### config.mk
export PLATFORM = sky130hd
export DESIGN_NAME = la_capture
export DESIGN_NICKNAME = d
export VERILOG_FILES = /design/src/rtl/la_capture.sv
export SDC_FILE = /design/constraint.sdc
export NUM_CORES = 1
export LEC_CHECK = 0
export BUFFER_PORTS_ARGS = -buffer_cell sky130_fd_sc_hd__buf_2
export CORE_ASPECT_RATIO = 1.4
export CORE_MARGIN = 8
export CORE_UTILIZATION = 29
export DETAILED_ROUTE_END_ITERATION = 10
export SLEW_MARGIN = 10
export SYNTH_ARGS = -nofsm -noshare
export SYNTH_HDL_FRONTEND = slang
export SYNTH_SLANG_ARGS = --single-unit
### constraint.sdc
create_clock -name clock -period 4.1 [get_ports clock]
set_input_delay 0.82 -clock clock [delete_from_list [all_inputs] [get_ports clock]]
set_output_delay 0.82 -clock clock [all_outputs]
set_load 0.005 [all_outputs]
### src/rtl/la_capture.sv
`default_nettype none
`timescale 1ns/1ps
// ============================================================================
// Module   : la_capture
// Brief    : Logic-analyzer capture engine that streams probe samples into a
//            pair of SQI SRAMs, with a mask/pattern trigger and a post-trigger
//            sample count.
// Revision : 1.0 - initial release
// ============================================================================
module la_capture #(
    parameter int LA_WIDTH   = 8,
    parameter int CNT_WIDTH  = 23,
    parameter int ADDR_WIDTH = 18
) (
    input  logic                  clock,
    input  logic                  reset_n,
    input  logic                  arm,
    input  logic                  abort,
    input  logic [LA_WIDTH-1:0]   trig_mask,
    input  logic [LA_WIDTH-1:0]   trig_pattern,
    input  logic [CNT_WIDTH-1:0]  samples_post,
    input  logic [LA_WIDTH-1:0]   lat,
    output logic [1:0]            sram_cs,
    output logic                  sram_clk_en,
    output logic                  sram_oe,
    output logic [LA_WIDTH-1:0]   sram_dout,
    output logic                  busy,
    output logic                  triggered,
    output logic                  done,
    output logic [ADDR_WIDTH-1:0] trig_addr,
    output logic [ADDR_WIDTH-1:0] wr_addr
);

    typedef enum logic [2:0] {
        S_IDLE = 3'd0,
        S_CMD  = 3'd1,
        S_ADDR = 3'd2,
        S_PRE  = 3'd3,
        S_POST = 3'd4,
        S_DONE = 3'd5
    } state_t;

    // Both chips receive the same nibble, so the write command is duplicated.
    localparam logic [LA_WIDTH-1:0] CMD_WRITE_NIB = LA_WIDTH'(8'h22);
    localparam logic [2:0]          CMD_LAST      = 3'd1;
    localparam logic [2:0]          ADDR_LAST     = 3'd5;

    state_t                state_q;
    logic [2:0]            step_q;
    logic [CNT_WIDTH-1:0]  post_cnt_q;
    logic [1:0]            cs_q;
    logic                  clk_en_q;
    logic                  oe_q;
    logic                  busy_q;
    logic                  triggered_q;
    logic                  done_q;
    logic [LA_WIDTH-1:0]   dout_q;
    logic [ADDR_WIDTH-1:0] trig_addr_q;
    logic [ADDR_WIDTH-1:0] wr_addr_q;
    logic                  trig_match;

    assign trig_match = ((lat ^ trig_pattern) & trig_mask) == '0;

    always_ff @(posedge clock or negedge reset_n) begin
        if (!reset_n) begin
            state_q     <= S_IDLE;
            step_q      <= '0;
            post_cnt_q  <= '0;
            cs_q        <= 2'b11;
            clk_en_q    <= 1'b0;
            oe_q        <= 1'b0;
            busy_q      <= 1'b0;
            triggered_q <= 1'b0;
            done_q      <= 1'b0;
            dout_q      <= '0;
            trig_addr_q <= '0;
            wr_addr_q   <= '0;
        end else if (abort) begin
            // triggered, trig_addr and wr_addr survive so the host can inspect them.
            state_q  <= S_IDLE;
            step_q   <= '0;
            cs_q     <= 2'b11;
            clk_en_q <= 1'b0;
            oe_q     <= 1'b0;
            busy_q   <= 1'b0;
            done_q   <= 1'b0;
            dout_q   <= '0;
        end else begin
            case (state_q)
                S_IDLE, S_DONE: begin
                    if (arm) begin
                        state_q     <= S_CMD;
                        step_q      <= '0;
                        post_cnt_q  <= '0;
                        cs_q        <= 2'b00;
                        clk_en_q    <= 1'b1;
                        oe_q        <= 1'b1;
                        busy_q      <= 1'b1;
                        triggered_q <= 1'b0;
                        done_q      <= 1'b0;
                        dout_q      <= '0;
                        wr_addr_q   <= '0;
                    end
                end
                S_CMD: begin
                    if (step_q == CMD_LAST) begin
                        state_q <= S_ADDR;
                        step_q  <= '0;
                        dout_q  <= '0;
                    end else begin
                        step_q  <= step_q + 3'd1;
                        dout_q  <= CMD_WRITE_NIB;
                    end
                end
                S_ADDR: begin
                    dout_q <= '0;
                    if (step_q == ADDR_LAST) begin
                        state_q <= S_PRE;
                        step_q  <= '0;
                    end else begin
                        step_q  <= step_q + 3'd1;
                    end
                end
                S_PRE: begin
                    dout_q    <= lat;
                    wr_addr_q <= wr_addr_q + 1'b1;
                    if (trig_match) begin
                        state_q     <= S_POST;
                        triggered_q <= 1'b1;
                        trig_addr_q <= wr_addr_q;
                        post_cnt_q  <= '0;
                    end
                end
                S_POST: begin
                    dout_q    <= lat;
                    wr_addr_q <= wr_addr_q + 1'b1;
                    if (post_cnt_q == samples_post) begin
                        state_q  <= S_DONE;
                        cs_q     <= 2'b11;
                        clk_en_q <= 1'b0;
                        oe_q     <= 1'b0;
                        busy_q   <= 1'b0;
                        done_q   <= 1'b1;
                    end else begin
                        post_cnt_q <= post_cnt_q + 1'b1;
                    end
                end
                default: begin
                    state_q  <= S_IDLE;
                    cs_q     <= 2'b11;
                    clk_en_q <= 1'b0;
                    oe_q     <= 1'b0;
                    busy_q   <= 1'b0;
                end
            endcase
        end
    end

    assign sram_cs     = cs_q;
    assign sram_clk_en = clk_en_q;
    assign sram_oe     = oe_q;
    assign sram_dout   = dout_q;
    assign busy        = busy_q;
    assign triggered   = triggered_q;
    assign done        = done_q;
    assign trig_addr   = trig_addr_q;
    assign wr_addr     = wr_addr_q;

endmodule
`default_nettype wire

; Word-level counts from Yosys, hierarchy flattened
; Index checks and enable logic that the tools add are counted.
[classes]
add_sub_neg = 3
multipliers = 0
div_mod_pow = 0
order_cmp = 0
eq_ne = 17
shifts = 0
mux = 36
n_bitwise = 3
reduce_logical = 20
[ops]
columns = operator, count
row1 = 23-bit 2-to-1 mux, 3
row2 = 23-bit one-hot mux with 3 select lines, 1
row3 = 18-bit one-hot mux with 2 select lines, 1
row4 = 8-bit one-hot mux with 4 select lines, 1
row5 = 3-bit 2-to-1 mux, 10
row6 = "23-bit by 1-bit adder with 23-bit output, second input constant", 1
row7 = 23-bit == test, 1
row8 = "18-bit by 1-bit adder with 18-bit output, second input constant", 1
row9 = 18-bit 2-to-1 mux, 1
row10 = 8-bit 2-to-1 mux, 2
row11 = "3-bit inequality test, second input constant", 5
row12 = 3-bit one-hot mux with 5 select lines, 1
row13 = 3-bit AND reduction, 4
row14 = 5-bit AND reduction, 2
row15 = "3-bit == test, second input constant", 3
row16 = 3-bit one-hot mux with 3 select lines, 1
row17 = 8-bit AND, 1
row18 = 8-bit zero test, 1
row19 = 8-bit XOR, 1
row20 = 1-bit 2-to-1 mux, 7
row21 = "3-bit by 1-bit == test with 1-bit output, second input constant", 2
row22 = "3-bit by 2-bit == test with 1-bit output, second input constant", 2
row23 = 2-bit 2-to-1 mux, 3
row24 = 6-bit 2-to-1 mux, 1
row25 = 16 further kinds, 23
[word_totals]
reg_bits = 78
latchBits = 0
ram_bits = 0
rom_bits = 0
out_inout_bits = 51
wordCells = 89
mem_count = 0

; Depth between registers and ports, before layout
[logic_depth]
word_depth = 6
ltp_mapped = 9
mapped_depth_nobuf = 6

; Worst setup path after synthesis
; Ideal clock, no wire load.
[synth_path]
path_type = input to register
from = input lat[6]
to = register trig_addr_q[10] (netlist: trig_addr[10])
setup_ns = 0.125
arrival_time_ns = 2.370
setup_slack_ns = 1.606
path_stages = 7
path_cell_list = xor2_1 > a22o_1 > a221oi_2 > nand2_1 > nor3_4 > buf_6 > mux2_2
[synth_via]
elab_chain_len = 4
[synth_rtl]
columns = element, line_no
row1 = "start, declared", 22  ; input logic [LA_WIDTH-1:0] lat,
row2 = 8-bit XOR, 62  ; assign trig_match = ((lat ^ trig_pattern) & trig_mask) == '0;
row3 = 8-bit AND, 62
row4 = 8-bit zero test, 62
row5 = 3-bit AND reduction (no source line), -
row6 = "end signal, assigned", 130  ; trig_addr_q <= wr_addr_q;
row7 = "end, declared", 58  ; logic [ADDR_WIDTH-1:0] trig_addr_q;
; No other way between the ends.
; A chain may end at the register's enable or synchronous reset.

==> key figures <==
Logic synthesis
  • Synthesized Nets: ~490
  • Synth Flop Type: dfrtp_1
  • Synthesized area: 4450 sq um
  • Mapped Cells: between 400 and 500
  • Seq cells post-synth: 77
  • Area leader, netlist: dfrtp_1
  • Post-synth EDFFs: 0
  • Synth cell types: 56
  • Seq/Total Area, Yosys: 0.433
  • Syn Area/Cell: 10.2 sq um
  • Synth top area share: 0.427
  • Yosys warnings: 0
  • Top post-synthesis cells by area: dfrtp_1 (43%), xor2_1 (7.7%), mux2_2 (5.3%)
  • Async set or reset register ratio after synthesis: 1.00

Place
  • Final RePlAce weighted congestion: approximately 0.8
  • IO Port Bufs: 101
  • Post-DP HPWL: 8560 um
  • DP Worst Slack: around 1100 ps

Routing
  • Iteration-0 DRC Markers: approximately 110
  • Initial DRT Pass Iterations: 4
  • Via Count: 3730
  • DRC errors left: 0
  • Avg WL per Cell: between 15 and 20 um
  • Vias per cell: 5.16
  • Antenna Nets Post-Route: 0
  • Final WL: 11700 um

STA
  • Period minus WS final: roughly 2700 ps
  • Worst Setup Slack, final: approximately 1400 ps
  • Fin crit share: 0.655
  • Setup Skew: between 5 and 6 ps
  • Slew HR: 0.299
  • RSZ-0062 raised after global routing: no
  • Hold Fails Final Rpt: 0
  • Final setup TNS: 0 ps
  • Slew @ Worst Pin: between 1000 and 1500 ps
  • Pins over their slew limit: 0
  • FMAX: 372 MHz
  • Final setup violation count: 0

Floorplan
  • FP Rows: 53
  • Core area: roughly 15000 sq um
  • Top Ports: between 100 and 150
  • Die Span Y: between 150 and 200 um
  • Die footprint: approximately 20000 sq um
  • Die width: approximately 120 um
  • Starting Density: 0.296

Power and ir drop
  • Static Leak: 2.53 nW
  • Peak VDD IR: ~160 uV
  • Pwr Density: roughly 330 nW/um^2

Clock network
  • Post-CTS setup buffer count: 0
  • CTS Buf Count: 9
  • CTS Hold Bufs: 0
  • Clock Sinks: 77
  • CTS resizes: 0
  • H-Tree Depth: 3
  • Root Buffer: clkbuf_16
  • Clock Latency Late Sink: between 300 and 400 ps
  • TritonCTS clock tree: yes
  • CTS max path bufs: 2
  • Clock Pin Slew Worst Setup and Hold Paths: 60 ps

GRT
  • Vias in the first global route: about 3900
  • Largest net degree at the start of global routing: ~80
  • GRT overflow: 0
  • First-pass GRT wire length: slightly below 20000 um
  • Initial antenna violation count: 0
  • Total GRT Usage: 0.122

Setup path
  • Worst Reg-to-Reg Cells: 6
  • Element type at the critical path end: flop
  • Worst Path Required: 4360 ps
  • Worst-path maximum fanout: 33
  • Worst setup SP type: primary input
  • Crit path arrival time: between 2000 and 3000 ps
  • CP Class: primary input to flop

Job
  • Maxcap violations: 0

Layout
  • Share of layout cells above drive strength 1: 0.288
  • Area growth from synthesis to layout: 20.9%
  • Final #Nets: ~580
  • N_diodes: 0

Min path
  • Cells on Worst Hold Path: 1
  • Min-delay worst type: flop to flop

Status
  • Status: finished clean
## layout make-up
type	count	area, sq um
Clock buffer	11	233
Inverter	5	18.8
Tap cell	192	240
Multi-Input combinational cell	329	2370
Fill cell	1519	9670
Timing Repair Buffer	104	531
Sequential cell	77	1930
Clock inverter	5	61.3
## flip-flops by register name, indices dropped and copies added, names as in the netlist
register	flops
post_cnt_q	23
step_q	3
wr_addr	18
busy	1
sram_dout	8
trig_addr	18
sram_cs	1
done	1
triggered	1
state_q	3
## placed cells by master, fill, tap and decap left out, drive strengths merged, types with 2 or more instances in the layout
| master | Yosys | layout |
|---|---|---|
| buf | 14 | 104 |
| dfrtp | 76 | 76 |
| xor2 | 39 | 39 |
| nor2 | 34 | 34 |
| o21ai | 30 | 30 |
| mux2 | 21 | 21 |
| a21oi | 21 | 21 |
| nand2 | 16 | 16 |
| nor4 | 15 | 15 |
| o21bai | 14 | 14 |
| mux2i | 14 | 14 |
| nor3 | 12 | 12 |
| nand4 | 12 | 12 |
| o31ai | 11 | 11 |
| clkbuf | 13 | 11 |
| or4 | 10 | 10 |
| a22o | 9 | 9 |
| nand3 | 9 | 9 |
| and4 | 7 | 7 |
| xnor2 | 7 | 7 |
| inv | 5 | 5 |
| and3 | 5 | 5 |
| o2111ai | 5 | 5 |
| or3 | 4 | 4 |
| nor4b | 3 | 3 |
| and2 | 3 | 3 |
| clkinvlp | 0 | 3 |
| a21o | 2 | 2 |
| a221oi | 2 | 2 |
| nand2b | 2 | 2 |
| o211ai | 2 | 2 |
| a221o | 2 | 2 |
| o21a | 2 | 2 |
| a211oi | 2 | 2 |
| o32a | 2 | 2 |
| ha | 2 | 2 |
| nand3b | 2 | 2 |
## stage by stage
stage / hold slack, ps / std cells / utilization / area, sq um / total power [mW]
after floorplan: 488 / 438 / - / 4450 / 0.929
final: 493 / 723 / 0.357 / 5380 / 1.78
after detailed placement: 480 / 707 / 0.338 / 5090 / 1.01
after global routing: 510 / 723 / 0.357 / 5380 / 1.87
after CTS: 500 / 723 / 0.357 / 5380 / 1.81
after global placement: 482 / 707 / 0.338 / 5090 / 1.01
## cell families (layout without fill, tap and decap cells)
group / Yosys count / after routing / share of synthesized area
AO/OA/AOI/OAI: 108 / 108 / 0.164
flip-flops: 77 / 77 / 0.433
multiplexers: 35 / 35 / 0.0846
AND/OR/NAND/NOR: 138 / 138 / 0.185
adder cells (fa/ha/maj): 2 / 2 / 0.00562
buffers and inverters: 32 / 125 / 0.0363
XOR/XNOR: 46 / 46 / 0.0905
## report_power, final
group          leakage [nW]  internal, mW  switching (mW)
clock network         0.132         0.473           0.317
logic                  1.33        0.0791           0.118
registers              1.07         0.775          0.0228
total                  2.53          1.33           0.457
## worst max-delay path, stage by stage
cell	delay (ps)
buf_2	110
xor2_1	160
a22o_1	250
a221oi_2	320
a21oi_4	270
buf_4	310
or3_1	400
o32a_1	300
## synthesized netlist by cell type, types with 3 or more instances
cell,n
and4_1,7
xnor2_1,7
a22o_1,9
nor4_1,14
o21bai_1,14
clkbuf_1,13
buf_4,5
o2111ai_1,5
and3_1,5
buf_2,6
a21oi_1,19
or3_1,4
mux2_2,21
o31ai_1,11
o21ai_0,28
or4_1,10
nand4_2,3
nand3_1,9
nand2_1,16
inv_1,5
nand4_1,8
dfrtp_1,76
and2_1,3
nor4b_1,3
nor3_1,11
nor2_1,33
xor2_1,39
mux2i_1,14
## metal layers
metal / vias to the layer above / part of all wire / routed length, um / track usage
met5: - / 0 / 0 / 0
met4: 0 / 0.021 / 247 / 0.0519
met3: 20 / 0.045 / 524 / 0.0264
met2: 94 / 0.50 / 5800 / 0.207
met1: 1803 / 0.44 / 5130 / 0.147
li1: 1813 / - / - / -
## path summary, 6_finish.rpt
path / end / startpoint / slack, ps
worst max-delay path: sram_cs[0] / lat[6] / 1410
worst min-delay path: sram_dout[6] / sram_dout[6] / 490
worst max register to register: post_cnt_q[0] / state_q[2] / 1470
worst min register to register: sram_dout[6] / sram_dout[6] / 490
max in group asynchronous: post_cnt_q[1] / reset_n / 2840
min in group asynchronous: trig_addr[8] / reset_n / 640
No activity file was read; power rests on OpenSTA's default activity.
